===== src/rtl/cla_seq_controller.sv =====
// Multi-cycle adder sequencer: one CHUNK-bit carry-lookahead slice per cycle,
// LSB slice first, with the inter-slice carry held in a register.
module cla_seq_controller #(
    parameter int WIDTH = 32,
    parameter int CHUNK = 4
) (
    input  logic             clk,
    input  logic             rst_n,
    input  logic             start,
    input  logic [WIDTH-1:0] a,
    input  logic [WIDTH-1:0] b,
    input  logic             cin,
    output logic             ready,
    output logic             busy,
    output logic             done,
    output logic [WIDTH-1:0] sum,
    output logic             cout,
    output logic             ovf
);

    localparam int NSLICE = WIDTH / CHUNK;
    localparam int CW     = (NSLICE > 1) ? $clog2(NSLICE) : 1;
    localparam logic [CW-1:0] LAST = CW'(NSLICE - 1);

    typedef enum logic [1:0] {IDLE, RUN, FIN} state_t;

    state_t           state_q;
    logic [WIDTH-1:0] a_q, b_q, sum_q;
    logic [CW-1:0]    cnt_q;
    logic             carry_q, cout_q, ovf_q;
    logic             ready_q, busy_q, done_q;

    logic [CHUNK-1:0] slice_a, slice_b, slice_p, slice_g, slice_sum_d;
    logic [CHUNK:0]   slice_c;
    logic             slice_cout_d, slice_cmsb_d;
    int               base;

    // Flattened lookahead: every carry is a sum of products of p/g and c0,
    // so no carry depends on a neighbouring carry.
    function automatic logic [CHUNK:0] lookahead(input logic [CHUNK-1:0] p,
                                                 input logic [CHUNK-1:0] g,
                                                 input logic             c0);
        logic [CHUNK:0] c;
        logic           term;
        c    = '0;
        c[0] = c0;
        for (int i = 0; i < CHUNK; i++) begin
            term = c0;
            for (int k = 0; k <= i; k++) term = term & p[k];
            c[i+1] = term;
            for (int j = 0; j <= i; j++) begin
                term = g[j];
                for (int k = j + 1; k <= i; k++) term = term & p[k];
                c[i+1] = c[i+1] | term;
            end
        end
        return c;
    endfunction

    always_comb begin
        base         = int'(cnt_q) * CHUNK;
        slice_a      = a_q[base +: CHUNK];
        slice_b      = b_q[base +: CHUNK];
        slice_p      = slice_a ^ slice_b;
        slice_g      = slice_a & slice_b;
        slice_c      = lookahead(slice_p, slice_g, carry_q);
        slice_sum_d  = slice_p ^ slice_c[CHUNK-1:0];
        slice_cout_d = slice_c[CHUNK];
        slice_cmsb_d = slice_c[CHUNK-1];
    end

    always_ff @(posedge clk) begin
        if (!rst_n) begin
            state_q <= IDLE;
            a_q     <= '0;
            b_q     <= '0;
            sum_q   <= '0;
            cnt_q   <= '0;
            carry_q <= 1'b0;
            cout_q  <= 1'b0;
            ovf_q   <= 1'b0;
            ready_q <= 1'b1;
            busy_q  <= 1'b0;
            done_q  <= 1'b0;
        end else if ((state_q == IDLE || state_q == FIN) && start) begin
            a_q     <= a;
            b_q     <= b;
            carry_q <= cin;
            sum_q   <= '0;
            cout_q  <= 1'b0;
            ovf_q   <= 1'b0;
            cnt_q   <= '0;
            state_q <= RUN;
            ready_q <= 1'b0;
            busy_q  <= 1'b1;
            done_q  <= 1'b0;
        end else begin
            case (state_q)
                RUN: begin
                    sum_q[base +: CHUNK] <= slice_sum_d;
                    carry_q <= slice_cout_d;
                    cnt_q   <= cnt_q + 1'b1;
                    if (cnt_q == LAST) begin
                        cout_q  <= slice_cout_d;
                        ovf_q   <= slice_cmsb_d ^ slice_cout_d;
                        state_q <= FIN;
                        ready_q <= 1'b1;
                        busy_q  <= 1'b0;
                        done_q  <= 1'b1;
                    end
                end
                FIN: begin
                    state_q <= IDLE;
                    done_q  <= 1'b0;
                end
                default: begin
                    state_q <= IDLE;
                    ready_q <= 1'b1;
                    busy_q  <= 1'b0;
                    done_q  <= 1'b0;
                end
            endcase
        end
    end

    assign ready = ready_q;
    assign busy  = busy_q;
    assign done  = done_q;
    assign sum   = sum_q;
    assign cout  = cout_q;
    assign ovf   = ovf_q;

endmodule


===== config.mk =====
export PLATFORM = sky130hd
export DESIGN_NAME = cla_seq_controller
export DESIGN_NICKNAME = d
export VERILOG_FILES = /design/src/rtl/cla_seq_controller.sv
export SDC_FILE = /design/constraint.sdc
export NUM_CORES = 1
export LEC_CHECK = 0
export BUFFER_PORTS_ARGS = -buffer_cell sky130_fd_sc_hd__buf_2
export CAP_MARGIN = 20
export CORE_MARGIN = 1
export CORE_UTILIZATION = 35
export CTS_BUF_LIST = sky130_fd_sc_hd__clkbuf_4 sky130_fd_sc_hd__clkbuf_8 sky130_fd_sc_hd__clkbuf_16
export CTS_CLUSTER_DIAMETER = 50
export DETAILED_ROUTE_END_ITERATION = 16
export GPL_ROUTABILITY_DRIVEN = 1
export HOLD_SLACK_MARGIN = 0.03
export PLACE_DENSITY = 0.58
export SKIP_LAST_GASP = 1
export SYNTH_ARGS = -nofsm -noshare
export SYNTH_HDL_FRONTEND = slang
export SYNTH_SLANG_ARGS = --single-unit

===== constraint.sdc =====
create_clock -name clk -period 5.29 [get_ports clk]
set_clock_uncertainty 0.2 [all_clocks]
set_input_delay 1.058 -clock clk [delete_from_list [all_inputs] [get_ports clk]]
set_output_delay 1.058 -clock clk [all_outputs]
set_load 0.03 [all_outputs]

==> results of run 1 <==
cell usage in the layout (no fill, tap or decap), types with 2 or more instances in the layout:
cell type / n
a21boi_0: 65
a21oi_1: 15
a32o_1: 6
and2_1: 5
and2b_1: 2
buf_2: 104
buf_4: 4
bufinv_16: 2
clkbuf_16: 9
clkinvlp_4: 3
dfxtp_1: 106
ha_1: 9
inv_1: 2
mux2i_1: 9
mux4_2: 16
nand2_1: 168
nand3_1: 15
nand4_1: 3
nor2_1: 17
nor3_1: 4
nor3b_1: 2
nor4_1: 2
o21a_1: 2
o21ai_0: 3
o31ai_1: 10
xnor2_1: 4
xor2_1: 2
Yosys cell counts, types with 3 or more instances:
cell / count
mux2i_1: 9
buf_4: 4
and2_1: 5
o21ai_0: 3
xnor2_1: 4
a32o_1: 6
ha_1: 9
nor2_1: 17
nand3_1: 15
nor3_1: 4
o31ai_1: 10
clkbuf_1: 16
buf_2: 11
mux4_2: 16
dfxtp_1: 106
a21oi_1: 15
buf_1: 3
a21boi_0: 65
nand4_1: 3
nand2_1: 168
final cells by class:
type	instances	area, µm²
fill	1302	7210
multi-input combinational	376	2390
sequential	106	2120
timing repair buffer	108	551
clock buffer	9	225
tap	172	215
clock inverter	6	91.3
inverter	4	15.0
critical path: stages (launching register included):
cell      delay [ps]
dfxtp_1          670
buf_4            380
mux4_2           540
nand2_1           80
nand2_1          100
ha_1             300
ha_1             200
o211ai_1         190
nand2_1          180
xnor2_1          410
o31ai_1          140
power by group:
| group | leakage, nW | internal, W | total [W] | switching, W |
|---|---|---|---|---|
| Sequential | 0.865 | 0.000831 | 0.000853 | 0.0000213 |
| Clock | 0.144 | 0.000414 | 0.000710 | 0.000296 |
| Combinational | 1.33 | 0.0000839 | 0.000199 | 0.000116 |
| Total | 2.34 | 0.00133 | 0.00176 | 0.000433 |
per-stage QoR:
| stage | utilization, % | area [µm²] | power, W | worst slack [ps] |
|---|---|---|---|---|
| after global routing | 43.7 | 5610 | 0.00184 | 1350 |
| after global placement | 41.3 | 5290 | 0.00107 | 1780 |
| after floorplan | - | 4690 | 0.00101 | 2330 |
| after detailed placement | 41.3 | 5290 | 0.00107 | 1710 |
| after CTS | 43.7 | 5610 | 0.00178 | 1710 |
| final | 43.7 | 5610 | 0.00176 | 1770 |
state kept, by name (all words and copies together), names as in the netlist:
register  flops
cnt_q         3
ovf           1
done          1
carry_q       1
cout          1
state_q       1
busy          1
ready         1
sum          32
a_q          32
b_q          32
worst min path at each step:
stage	startpoint	end	slack (ps)
floorplan	a_q[10]	a_q[10]	240
CTS	sum[21]	sum[21]	260
global route	a_q[5]	a_q[5]	280
finish	sum[21]	sum[21]	250
detailed placement	sum[21]	sum[21]	250
global placement	sum[13]	sum[13]	240
cells by family after synthesis:
logic type,share of synthesized area [%]
mux,9.61
flops,45.3
xor+xnor,1.12
buf+inv,3.90
fa+ha+maj,2.83
compound gates,15.9
simple gates,21.4
metal layers:
| layer | vias to the layer above | global-route usage, % | wire length (µm) |
|---|---|---|---|
| met1 | 1763 | 21.1 | 5370 |
| met2 | 106 | 27.1 | 5140 |
| li1 | 1949 | - | - |
| met3 | 13 | 4.17 | 518 |
| met4 | 0 | 6.25 | 215 |
| met5 | - | 0 | 0 |
==> impl_results.md, run 1 <==
- Initial antenna violation count: 0
- Placed cells: between 700 and 800
- Startpoint Class: flip-flop
- Mapped cell area: roughly 0.0047 mm²
- Final Setup Violations: 0
- Pre-Repair DR Iteration Count: 4
- CTS tree: built
- P&R area growth vs syn: 19.7%
- Max Clock Freq: 0.284 GHz
- Tmin final: 3520 ps
- Layout cells sized above 1: 24.3%
- Post-cts gate resize count: 0
- DR DRC count: 0
- First-pass GRT wire length: 18400 µm
- Worst R2R Setup Slack: 1770 ps
- Critical-path maximum fanout: 16
- CP Capture Type: flip-flop
- Starting Density: 36.5%
- Synthesized instance count: about 520
- Top_reg_cell synth: dfxtp_1
- Tcrit/Tclk final: between 60% and 70%
- #FFs+latches synth: 106
- Top cells by area, synth: dfxtp_1 (45%), nand2_1 (13%), a21boi_0 (10%), mux4_2 (7.7%), ha_1 (2.4%)
- Worst Path Required: 5320 ps
- Cts hold-fix bufs: 0
- R2R Path End: sum[23]
- Core area: 0.0128 mm²
- Clk slew on worst S/H paths: around 70 ps
- Ports: 105
- Per-cell routed wire length: 14.4 µm
- Total grt overflow: 0
- Post-route insts no fill: 781
- Hold path cells: 2
- Vias in the first global route: about 3700
- Max-slew violation count: 0
- Hold WC Path Type: reg2reg
- Max clock buf depth: 2
- Slew @ Worst Pin: approximately 940 ps
- Arrival time worst endpoint: 3550 ps
- Nets: a little under 700
- Number of library cell types mapped by synthesis: 44
- Rel. slew slack: 37.1%
- YS warnings: 0
- Leakage: 2.34 nW
- Global router's overall resource usage: approximately 17%
- Mean number of vias per cell: 4.91
- Die height: ~120 µm
- Die width: roughly 120 µm
- Post-synthesis average cell area: 8.99 µm²
- Power Density: 314 mW/mm²
- FF-to-FF path depth: 10
- Post-Syn Nets: 599
- # diodes: 0
- Unrepaired setup endpoints after global routing: false
- Via count: ~3800
- Share of the synthesized area in the top cell type: 45.3%
- Beginning of the critical path: cnt_q[0]
- Die area: between 0.01 and 0.015 mm²
- CP Class: reg2reg
- HPWL after DPL: 8180 µm
- H-tree lvl count: 3
- Largest net degree at the start of global routing: 72
- Port Buffers: roughly 100
- Root Buffer: clkbuf_16
- VDD IR max: 0.163 mV
- Iteration-0 DRC Markers: ~170
- Worst r2r src: cnt_q[0]
- Max-cap violations: 0
- Outcome: finished clean
- Number of CTS-inserted buffers: 9
- Hold slack: 252 ps
- Seq/Total Area, Yosys: 45.3%
- Routability cong.: 0.786
- Row Count: 41
- Synth async-reset ratio: 0%
- Post-synth EDFFs: 0
- Setup Fix Bufs, Post-CTS: 0
- Critical Path End: sum[23]
- # clock sinks: 106
- Hold Vio Cnt, Final: 0
- Final WL: 11200 µm
- Fin Setup TNS: 0 ps
- Yosys top cell by area: dfxtp_1
- Worst-Skew Late Latency: around 350 ps
- Antenna-violating nets left: 0
Power figures use the tool's default switching activity.
==> inputs of run 2 (changes only) <==
==> constraint.sdc (replaced) <==
create_clock -name clk -period 3.62 [get_ports clk]
set_clock_uncertainty 0.2 [all_clocks]
set_input_delay 0.724 -clock clk [delete_from_list [all_inputs] [get_ports clk]]
set_output_delay 0.724 -clock clk [all_outputs]
set_load 0.03 [all_outputs]
==> impl_results.md, run 2 (same netlist as run 1, synthesis figures left out) <==
- Via count: 3920
- Max Clock Freq: 0.326 GHz
- Worst Path Required: 3650 ps
- Number of CTS-inserted buffers: 9
- Nets: 687
- P&R area growth vs syn: 20.6%
- Tmin final: 3070 ps
- Placed inst area: 0.00532 mm²
- Most common cell after layout, fill and taps aside: nand2_1
- Max-cap violations: 0
- Global router's overall resource usage: 17.5%
- Beginning of the critical path: cnt_q[0]
- Die width: 118 µm
- Worst-Skew Late Latency: 360 ps
- Slew @ Worst Pin: just under 700 ps
- Vias in the first global route: 3751
- Sequential share of power: between 40% and 50%
- FF-to-FF path depth: 10
- Logic pwr share: 11.5%
- CP Class: reg2reg
- Worst r2r src: cnt_q[0]
- First-pass GRT wire length: 19100 µm
- Pre-Repair DR Iteration Count: 4
- Post-cts gate resize count: 0
- Die height: 118 µm
- Leakage: 2.37 nW
- Critical-path maximum fanout: 14
- Max-slew violation count: 0
- Post-route cell area: 0.00565 mm²
- Rel. slew slack: between 50% and 60%
- CTS tree: built
- Clk slew on worst S/H paths: roughly 70 ps
- Layout cells sized above 1: 24.9%
- Final WL: 11700 µm
- Port Buffers: 104
- Per-cell routed wire length: 14.9 µm
- Max incr delay on CP: 530 ps
- Cts hold-fix bufs: 0
- Commonest non-fill, non-tap cells in the layout: nand2_1 (168), dfxtp_1 (106), buf_2 (104)
- # diodes: 0
- Mean number of vias per cell: roughly 5
- Tcrit/Tclk final: a little over four fifths
- Arrival time worst endpoint: 3100 ps
- Max clock buf depth: 2
- Hold WC Path Type: reg2reg
- Unrepaired setup endpoints after global routing: false
- Antenna-violating nets left: 0
- Switch share: 24.7%
- Iteration-0 DRC Markers: around 170
- Clock share of power: 40.9%
- Outcome: finished clean
- VDD IR max: ~0.32 mV
- H-tree lvl count: 3
- Core area: 0.0128 mm²
- CP Capture Type: flip-flop
- Die area: 0.0139 mm²
- Hold Vio Cnt, Final: 0
- Fillers: approximately 1300
- Fin Setup TNS: 0 ps
- DR DRC count: 0
- Cell repeated most along the worst path: nand2_1
- Crit-path slowest cell: mux4_2
- Final design utilization: between 40 and 50%
- Power Density: ~460 mW/mm²
- Psw: 0.000646 W
- Hold path cells: 2
- CP Cell Sequence: buf_4 -> mux4_2 -> nand2_1 -> nand2_1 -> ha_1 -> ha_1 -> o211ai_1 -> nand2_1 -> xnor2_1 -> o31ai_1
- Root Buffer: clkbuf_16
- Startpoint Class: flip-flop
- Worst R2R Setup Slack: 550 ps
- R2R Path End: sum[23]
- Ports: 105
- Initial antenna violation count: 0
- Starting Density: 36.5%
- Setup Fix Bufs, Post-CTS: 0
- Critical Path End: sum[23]
- Row Count: 41
- Internal: 0.00197 W
- # clock sinks: 106
- Final Setup Violations: 0
- HPWL after DPL: 8670 µm
- Total grt overflow: 0
- Routability cong.: 0.834
- Largest net degree at the start of global routing: 68
run 2: cell count changes in the layout (fill, tap and decap cells not counted):
cell / delta
buf_4: +4
clkbuf_8: +1
clkinv_2: +1
clkinvlp_4: -1
run 2: critical path: cells and delay by family (launching register included):
kind            cells  cell delay (ps)
fa+ha+maj           2              510
simple gates        3              360
flops               1              340
mux                 1              530
buf+inv             1              270
xor+xnor            1              410
compound gates      2              330
run 2: area by class of cell:
type	instances	area [µm²]	share of cell area, %
Clock buffer	10	239	4.23
Clock inverter	6	88.8	1.57
Inverter	4	15.0	0.266
Multi-Input combinational cell	376	2390	42.3
Timing Repair Buffer	112	581	10.3
Sequential cell	106	2120	37.5
Tap cell	172	215	3.81
run 2: per-stage QoR:
| step | power [W] | hold WS [ps] | setup WS (ps) | std cells |
|---|---|---|---|---|
| 2_1_floorplan | 0.00147 | 240 | 662 | 521 |
| 3_3_place_gp | 0.00157 | 243 | 631 | 770 |
| 3_5_place_dp | 0.00157 | 247 | 557 | 770 |
| 4_1_cts | 0.00263 | 258 | 534 | 786 |
| 5_1_grt | 0.00273 | 270 | 204 | 786 |
| 6_report | 0.00261 | 254 | 555 | 786 |
run 2: worst min path at each step:
stage	startpoint	endpoint	slack, ps
2_1_floorplan	a_q[10]	a_q[10]	240
3_3_place_gp	sum[12]	sum[12]	240
3_5_place_dp	sum[13]	sum[13]	250
4_1_cts	sum[13]	sum[13]	260
5_1_grt	sum[13]	sum[13]	270
6_report	sum[13]	sum[13]	250
run 2: power by group through the flow:
stage / logic (W) / registers (W) / clock network (W)
3_5_place_dp: 0.000302 / 0.00127 / 0
3_3_place_gp: 0.000294 / 0.00127 / 0
6_report: 0.000300 / 0.00124 / 0.00107
5_1_grt: 0.000336 / 0.00125 / 0.00114
4_1_cts: 0.000303 / 0.00124 / 0.00108
2_1_floorplan: 0.000205 / 0.00127 / 0
run 2: layer usage:
metal,share of wire [%],wire length [µm],GRT usage (%),vias up
met2,45,5230,27.5,101
met4,2.2,255,6.41,0
li1,-,-,-,1952
met5,0,0,0,-
met3,5.0,586,5.18,20
met1,48,5650,22.7,1847
